==> src/rtl/prog_loader_pkg.sv <==
// Shared types and constants for the byte-stream program loader.
package prog_loader_pkg;

  typedef enum logic [2:0] {
    IDLE  = 3'd0,
    COUNT = 3'd1,
    DATA  = 3'd2,
    CHECK = 3'd3,
    DONE  = 3'd4,
    ERR   = 3'd5
  } state_t;

  localparam logic [7:0] SYNC_DEF       = 8'hA5;
  localparam int         BYTES_PER_WORD = 4;

endpackage

==> src/rtl/prog_loader.sv <==
// Program loader: frames SYNC/N/data/checksum from a byte stream, writes
// little-endian words sequentially and holds the core in reset until a
// verified image is in memory.
module prog_loader
  import prog_loader_pkg::*;
#(
  parameter int         ADDR_W = 6,
  parameter logic [7:0] SYNC   = SYNC_DEF
) (
  input  logic              clk,
  input  logic              reset,
  input  logic              rx_valid,
  input  logic [7:0]        rx_data,
  output logic              rx_ready,
  output logic              mem_we,
  output logic [ADDR_W-1:0] mem_addr,
  output logic [31:0]       mem_wd,
  output logic              cpu_reset,
  output logic              busy,
  output logic              done,
  output logic              error
);

  localparam int CAP = 1 << ADDR_W;

  state_t     state, state_nxt;
  logic [1:0] byte_idx;
  logic [7:0] word_idx;   // N is 8 bits, so the index never needs more
  logic [7:0] cnt;
  logic [7:0] sum;
  logic [7:0] b0, b1, b2; // low three bytes of the word being assembled
  logic       xfer, is_sync, last_byte, last_word, bad_cnt;

  assign xfer      = rx_valid & rx_ready;
  assign is_sync   = (rx_data == SYNC);
  assign last_byte = (byte_idx == 2'(BYTES_PER_WORD - 1));
  assign last_word = ((word_idx + 8'd1) == cnt);
  assign bad_cnt   = (rx_data == 8'd0) || ({24'd0, rx_data} > CAP);

  // State register.
  always_ff @(posedge clk or posedge reset) begin
    if (reset) state <= IDLE;
    else       state <= state_nxt;
  end

  // Next-state logic; only a transferred byte can move the FSM.
  always_comb begin
    state_nxt = state;
    if (xfer) begin
      unique case (state)
        IDLE:    if (is_sync) state_nxt = COUNT;
        COUNT:   state_nxt = bad_cnt ? ERR : DATA;
        DATA:    if (last_byte && last_word) state_nxt = CHECK;
        CHECK:   state_nxt = (rx_data == sum) ? DONE : ERR;
        DONE:    if (is_sync) state_nxt = COUNT;
        ERR:     if (is_sync) state_nxt = COUNT;
        default: state_nxt = IDLE;
      endcase
    end
  end

  // Word assembly, memory write port and registered status flags.
  always_ff @(posedge clk or posedge reset) begin
    if (reset) begin
      rx_ready  <= 1'b0;
      mem_we    <= 1'b0;
      mem_addr  <= '0;
      mem_wd    <= '0;
      cpu_reset <= 1'b1;
      busy      <= 1'b0;
      done      <= 1'b0;
      error     <= 1'b0;
      byte_idx  <= '0;
      word_idx  <= '0;
      cnt       <= '0;
      sum       <= '0;
      b0        <= '0;
      b1        <= '0;
      b2        <= '0;
    end else begin
      rx_ready  <= 1'b1;
      mem_we    <= 1'b0;
      // Flags track the state being entered so they change with it.
      busy      <= (state_nxt == COUNT) || (state_nxt == DATA) || (state_nxt == CHECK);
      done      <= (state_nxt == DONE);
      error     <= (state_nxt == ERR);
      cpu_reset <= (state_nxt != DONE);
      if (xfer) begin
        unique case (state)
          IDLE, DONE, ERR: begin
            if (is_sync) begin
              byte_idx <= '0;
              word_idx <= '0;
              sum      <= '0;
            end
          end
          COUNT: cnt <= rx_data;
          DATA: begin
            sum      <= sum + rx_data;
            byte_idx <= byte_idx + 2'd1;
            unique case (byte_idx)
              2'd0:    b0 <= rx_data;
              2'd1:    b1 <= rx_data;
              2'd2:    b2 <= rx_data;
              default: begin
                mem_we   <= 1'b1;
                mem_addr <= ADDR_W'(word_idx);
                mem_wd   <= {rx_data, b2, b1, b0};
                word_idx <= word_idx + 8'd1;
              end
            endcase
          end
          default: ;
        endcase
      end
    end
  end

endmodule
==> config.mk <==
export PLATFORM = sky130hd
export DESIGN_NAME = prog_loader
export DESIGN_NICKNAME = d
export VERILOG_FILES = /design/src/rtl/prog_loader_pkg.sv /design/src/rtl/prog_loader.sv
export SDC_FILE = /design/constraint.sdc
export NUM_CORES = 1
export LEC_CHECK = 0
export BUFFER_PORTS_ARGS = -buffer_cell sky130_fd_sc_hd__buf_2
export CORE_MARGIN = 2
export CORE_UTILIZATION = 30
export CTS_CLUSTER_DIAMETER = 100
export DETAILED_ROUTE_END_ITERATION = 8
export HOLD_SLACK_MARGIN = 0.02
export PLACE_DENSITY = 0.51
export SKIP_LAST_GASP = 1
export SLEW_MARGIN = 10
export SYNTH_ARGS = -nofsm -noshare
export SYNTH_HDL_FRONTEND = slang
export SYNTH_SLANG_ARGS = --single-unit
==> constraint.sdc <==
create_clock -name clk -period 7.4 [get_ports clk]
set_clock_uncertainty 0.2 [all_clocks]
set_input_delay 1.85 -clock clk [delete_from_list [all_inputs] [get_ports clk]]
set_output_delay 1.85 -clock clk [all_outputs]
set_load 0.01 [all_outputs]
==> metrics, run 1 <==
status=finished clean; layout cells sized above 1=0.241; vias in the first global route=3240; Met1 Wirelength=5070 µm; cell total after placement=649; fin crit period=4.03 ns; CP top delay family=simple AND/OR/NAND/NOR gates; final-report setup violation count=0; All-Layer GR Usage=0.136; aggregate global routing overflow=0; CTS Buf Count=9; detailed placement HPWL=6820 µm; Post-synth ARST share=1.00; met3 wire len=404 µm; Power Density=257 nW/µm²; fin crit share=0.545; die width=126 µm; chip height=126 µm; row count=44; min-delay src=b0[1]$_DFFE_PP0P_; CTS tree=yes; Hold Crit Class=reg2reg; hold_ws=0.261 ns; cell taking the most area after synthesis=dfrtp_1; clock sinks=97; Comb pwr share=0.164; via count=3215; vias per std cell=4.83; Top Layer Used=met4; Critical Path Slowest Stage Cell=nand3_2; routed len/inst=15.3 µm; worst path bufs/invs=3; commonest cells after routing, fill and taps aside=nand2_1 (132), dfrtp_1 (96), buf_2 (54); clock insertion delay at the later pin of the skew report=0.35 ns; setup bufs post-CTS=0; clk root buf=clkbuf_16; Clock Tree Buf Depth=2; VDD IR-drop max=112 µV; initial antenna violation count=0; Final Hold Fails=0; metal2 WL=4620 µm; initial core utilization=0.306; Die ar.=15800 µm²; Routed WL=10200 µm; Nets=500; drt pass-1 iters=4; Slew Viols, Final=0; Total Power=1.34 mW; max-cap viol count=0; Post-Syn Area=4450 µm²; crit path DAT=4.07 ns; Startpoint Class=input port; H-tree Lvls=3; largest net degree at the start of global routing=68; endpoint type of the worst setup path=flop; critical path peak fanout=47; Critical Path Source=rx_valid; Detail Route Antenna Nets=0; leakage power=2.72 nW; Pint=0.963 mW; drc violations=0; I/O Buffers=54; ys flop type=dfrtp_1; GPL Wtd Cong=0.848; sw frac=0.280; Seq/Total Area, Yosys=0.546; Layout area overhead=16.8%; worst reg2reg startpoint=state[1]$_DFF_PP0_; YS warnings=0; Setup TNS Final=0 ns; clk slew on worst S/H paths=0.07 ns; Ant. Diodes=0; #FFs+latches synth=97; core area=14500 µm²; Slew headroom=0.353; Peak Freq=0.248 GHz; sw power=0.375 mW; Top Ports=55; fin cells=665; Post-Syn Instances=428; commonest non-fill, non-tap cell in the layout=nand2_1; share of power burned in registers=0.469; RSZ-0062 raised after global routing=no; EDFF count, synth=0; fin util=0.358; post_cts resized=0; Avg Inst Size Synth=10.4 µm²; first-pass GRT wire length=17000 µm; crit-path cells=buf_2 -> and2_1 -> nand3_2 -> inv_2 -> buf_4 -> and2_1 -> o31ai_1 -> o31ai_1; cts hold-fix bufs=0; biggest cell delay along the critical path=0.81 ns; worst slew pin tran=0.970 ns; Worst EP required=7.44 ns; Mapped Nets=452; critical path class=in2reg; Clock power frac=0.367; Distinct cells, synth=50; synth top area cells=dfrtp_1 (54%), nand2_1 (11%), mux2_2 (8.1%); Yosys top cell area share=0.540; initial DRC count=243
[state kept, by name, indices dropped and copies added (netlist names)]
name and flops:
error 1, mem_addr 6, byte_idx 2, busy 1
b0 8, cnt 8, b1 8, sum 8
mem_wd 32, mem_we 1, b2 8, rx_ready 1
state 3, cpu_reset 1, done 1, word_idx 8
[cell usage after synthesis (2+ instances only)]
cell / instances
nand3_1: 6
buf_2: 6
xnor2_1: 13
nor2b_1: 3
mux2_2: 32
or3_1: 3
dfrtp_1: 96
a22o_1: 6
nand2b_1: 2
and2_1: 3
clkbuf_1: 11
ha_1: 12
o21ai_0: 16
buf_4: 2
nor3_1: 6
nor2_1: 10
nand4_1: 6
o211ai_1: 3
inv_1: 8
nor3_2: 2
nor4_1: 3
o31ai_1: 7
nand2_1: 132
xor2_1: 6
and3_1: 2
a32oi_1: 3
a21oi_1: 6
[power by group through the flow]
stage          Combinational (mW)  Clock [mW]  Sequential, mW
2_1_floorplan               0.173           0           0.626
3_3_place_gp                0.214           0           0.636
3_5_place_dp                0.219           0           0.638
4_1_cts                     0.221       0.501           0.628
5_1_grt                     0.247       0.528           0.636
6_report                    0.219       0.491           0.628
[path summary, 6_finish.rpt]
path                                                end  slack [ns]  depth (start not counted)
worst max-delay path            word_idx[3]$_DFFE_PP0P_        3.37                          8
worst min-delay path              mem_wd[1]$_DFFE_PP0P_        0.26                          2
worst max register to register  word_idx[3]$_DFFE_PP0P_        4.36                          7
worst min register to register    mem_wd[1]$_DFFE_PP0P_        0.26                          2
max in group asynchronous               error$_DFF_PP0_        4.50                          3
min in group asynchronous         mem_wd[6]$_DFFE_PP0P_        1.29                          2
[layout make-up]
type	instances	area, µm²
sequential	97	2430
timing repair buffer	56	285
inverter	9	36.3
clock inverter	6	72.6
fill	1499	9330
tap	184	230
multi-input combinational	303	1910
clock buffer	10	239
[through the flow]
stage	setup slack [ns]	area [µm²]
floorplan	2.82	4450
global placement	3.05	4890
detailed placement	2.95	4890
CTS	3.31	5200
global route	3.02	5200
finish	3.37	5200
[layer usage]
metal | vias up | track usage
met5 | - | 0
met4 | 0 | 0.0556
met3 | 8 | 0.0331
met2 | 51 | 0.203
met1 | 1596 | 0.189
li1 | 1560 | -
[worst reg2reg max path: stages, from the launching register on]
cell and delay [ns]:
dfrtp_1 0.58, nor3b_4 0.34, nand3_2 0.78, inv_2 0.24, buf_4 0.43, and2_1 0.21
o31ai_1 0.06, o31ai_1 0.09
[kinds of logic (layout without fill, tap and decap cells)]
logic type / Yosys count / after routing / share of synthesized area
compound gates: 51 / 51 / 0.0790
xor+xnor: 19 / 19 / 0.0374
fa+ha+maj: 13 / 13 / 0.0382
buf+inv: 28 / 81 / 0.0270
flops: 97 / 97 / 0.546
mux: 32 / 32 / 0.0809
other cells: 1 / 1 / 0.000842
simple gates: 187 / 187 / 0.191
Power figures use the tool's default switching activity.
==> inputs of run 2 (changes only) <==
Settings changed: ABC_AREA set to 1, PLACE_DENSITY 0.51 to 0.52.
Clock period 7.4 ns to 3.4 ns, I/O delays scaled along.
==> metrics, run 2 <==
status=finished clean; Peak Freq=0.441 GHz; Top Ports=55; Startpoint Class=input port; CTS Buf Count=9; biggest cell delay along the critical path=0.41 ns; Slew headroom=0.630; Distinct cells, synth=30; hold_ws=0.271 ns; Layout area overhead=18.8%; clk root buf=clkbuf_16; Filler cells=1480; H-tree Lvls=3; Final Hold Fails=0; post_cts resized=0; initial antenna violation count=0; #FFs+latches synth=97; Hold Crit Class=reg2reg; largest net degree at the start of global routing=98; critical path peak fanout=3; DP Area=4860 µm²; Setup TNS Final=0 ns; Die ar.=15500 µm²; register area=2430 µm²; routed len/inst=13.2 µm; aggregate global routing overflow=0; All-Layer GR Usage=0.140; Worst EP required=3.44 ns; Mapped Nets=540; via count=3493; core area=14400 µm²; Routed WL=10000 µm; final-report setup violation count=0; top post-synthesis cells by count=nand2_1 (189), dfrtp_1 (96), o21ai_0 (60); cts hold-fix bufs=0; initial core utilization=0.304; Slew Viols, Final=0; detailed placement HPWL=6990 µm; synth top area cells=dfrtp_1 (55%), nand2_1 (16%), o21ai_0 (6.9%); clk slew on worst S/H paths=0.07 ns; die width=125 µm; worst slew pin tran=0.555 ns; Critical Path Slowest Stage Cell=fa_1; Seq/Total Area, Yosys=0.556; endpoint type of the worst setup path=flop; final worst-path setup slack=1.13 ns; cell total after placement=745; YS warnings=0; Power Density=700 nW/µm²; CP top delay family=adder cells; layout cells sized above 1=0.156; pre-CTS setup slack=0.778 ns; EDFF count, synth=0; I/O Buffers=54; max-cap viol count=0; Detail Route Antenna Nets=0; Yosys top cell area share=0.550; leakage power=2.77 nW; chip height=125 µm; clock insertion delay at the later pin of the skew report=0.35 ns; drc violations=0; RSZ-0062 raised after global routing=no; crit-path cells=buf_2 -> ha_1 -> fa_1 -> a31oi_1 -> nor2_1 -> nor2_1 -> nor2_1 -> nor2_1 -> nand2_1 -> nand3_1 -> nand2_1; vias in the first global route=3533; Total Power=3.63 mW; crit path DAT=2.31 ns; multi-input logic area=1690 µm²; most frequent CP cell=nor2_1; Nets=596; Post-synth ARST share=1.00; Clock Tree Buf Depth=2; setup bufs post-CTS=0; GPL Wtd Cong=0.809; Ant. Diodes=0; commonest non-fill, non-tap cell in the layout=nand2_1; row count=44; clock sinks=97; max reg flops=32; vias per std cell=4.59; fin cells=761; worst path bufs/invs=1; first-pass GRT wire length=17400 µm; Largest Register=mem_wd; fin util=0.361; Post-Syn Instances=516; commonest cells after routing, fill and taps aside=nand2_1 (189), dfrtp_1 (96), o21ai_0 (60); post-route cell area=5180 µm²; drt pass-1 iters=4; cell taking the most area after synthesis=dfrtp_1; Post-Syn Area=4360 µm²; fin crit share=0.668; ys flop type=dfrtp_1; CTS tree=yes; Avg Inst Size Synth=8.46 µm²; most common cell in the netlist=nand2_1; critical path class=in2reg; initial DRC count=256; VDD IR-drop max=302 µV; fin crit period=2.27 ns
-- run 2: changes by cell type after synthesis, sizes merged, moves of 7 or more --
cell	change
xnor2	-11
nand3	+20
o21ai	+45
nor2	+21
inv	+40
o31ai	-7
mux2	-32
nand2	+61
clkbuf	-7
-- run 2: cells by family (layout without fill, tap and decap cells) --
family / Yosys count / after routing / synth area share
compound gates: 77 / 77 / 0.0937
xor+xnor: 3 / 3 / 0.00602
fa+ha+maj: 13 / 13 / 0.0390
buf+inv: 62 / 123 / 0.0565
flops: 97 / 97 / 0.556
other cells: 1 / 1 / 0.000859
simple gates: 263 / 263 / 0.247
-- run 2: power breakdown --
part           internal [mW]  switching, mW  total (mW)
sequential              1.41          0.193        1.60
clock                  0.651          0.454        1.11
combinational          0.357          0.563       0.921
total                   2.42           1.21        3.63
-- run 2: cell type report --
type,instances,area share
clock inverter,7,0.0191
tap,184,0.0444
inverter,49,0.0362
sequential,97,0.468
multi-input combinational,357,0.326
clock buffer,9,0.0434
timing repair buffer,58,0.0627
-- run 2: final timing paths --
check,slack (ns),depth (start not counted),endpoint,startpoint
worst max-delay path,1.13,11,sum[6]$_DFFE_PP0P_,rx_data[0]
worst min-delay path,0.27,2,mem_wd[2]$_DFFE_PP0P_,b0[2]$_DFFE_PP0P_
worst max register to register,1.35,10,sum[6]$_DFFE_PP0P_,sum[0]$_DFFE_PP0P_
worst min register to register,0.27,2,mem_wd[2]$_DFFE_PP0P_,b0[2]$_DFFE_PP0P_
max in group asynchronous,2.14,3,cpu_reset$_DFF_PP1_,reset
min in group asynchronous,0.40,3,mem_addr[1]$_DFFE_PP0P_,reset
-- run 2: tightest hold or removal path, cell delays in order (launching register included) --
cell	delay, ns
dfrtp_1	0.34
nand2_1	0.05
nand2_1	0.05
-- run 2: layer usage --
layer  part of all wire  track usage  up-vias  wire [µm]
li1                   -            -     1755          -
met2               0.46        0.217       56       4580
met5                  0            0        -          0
met3              0.048       0.0451       11        480
met4              0.010       0.0337        0        100
met1               0.48        0.190     1671       4860
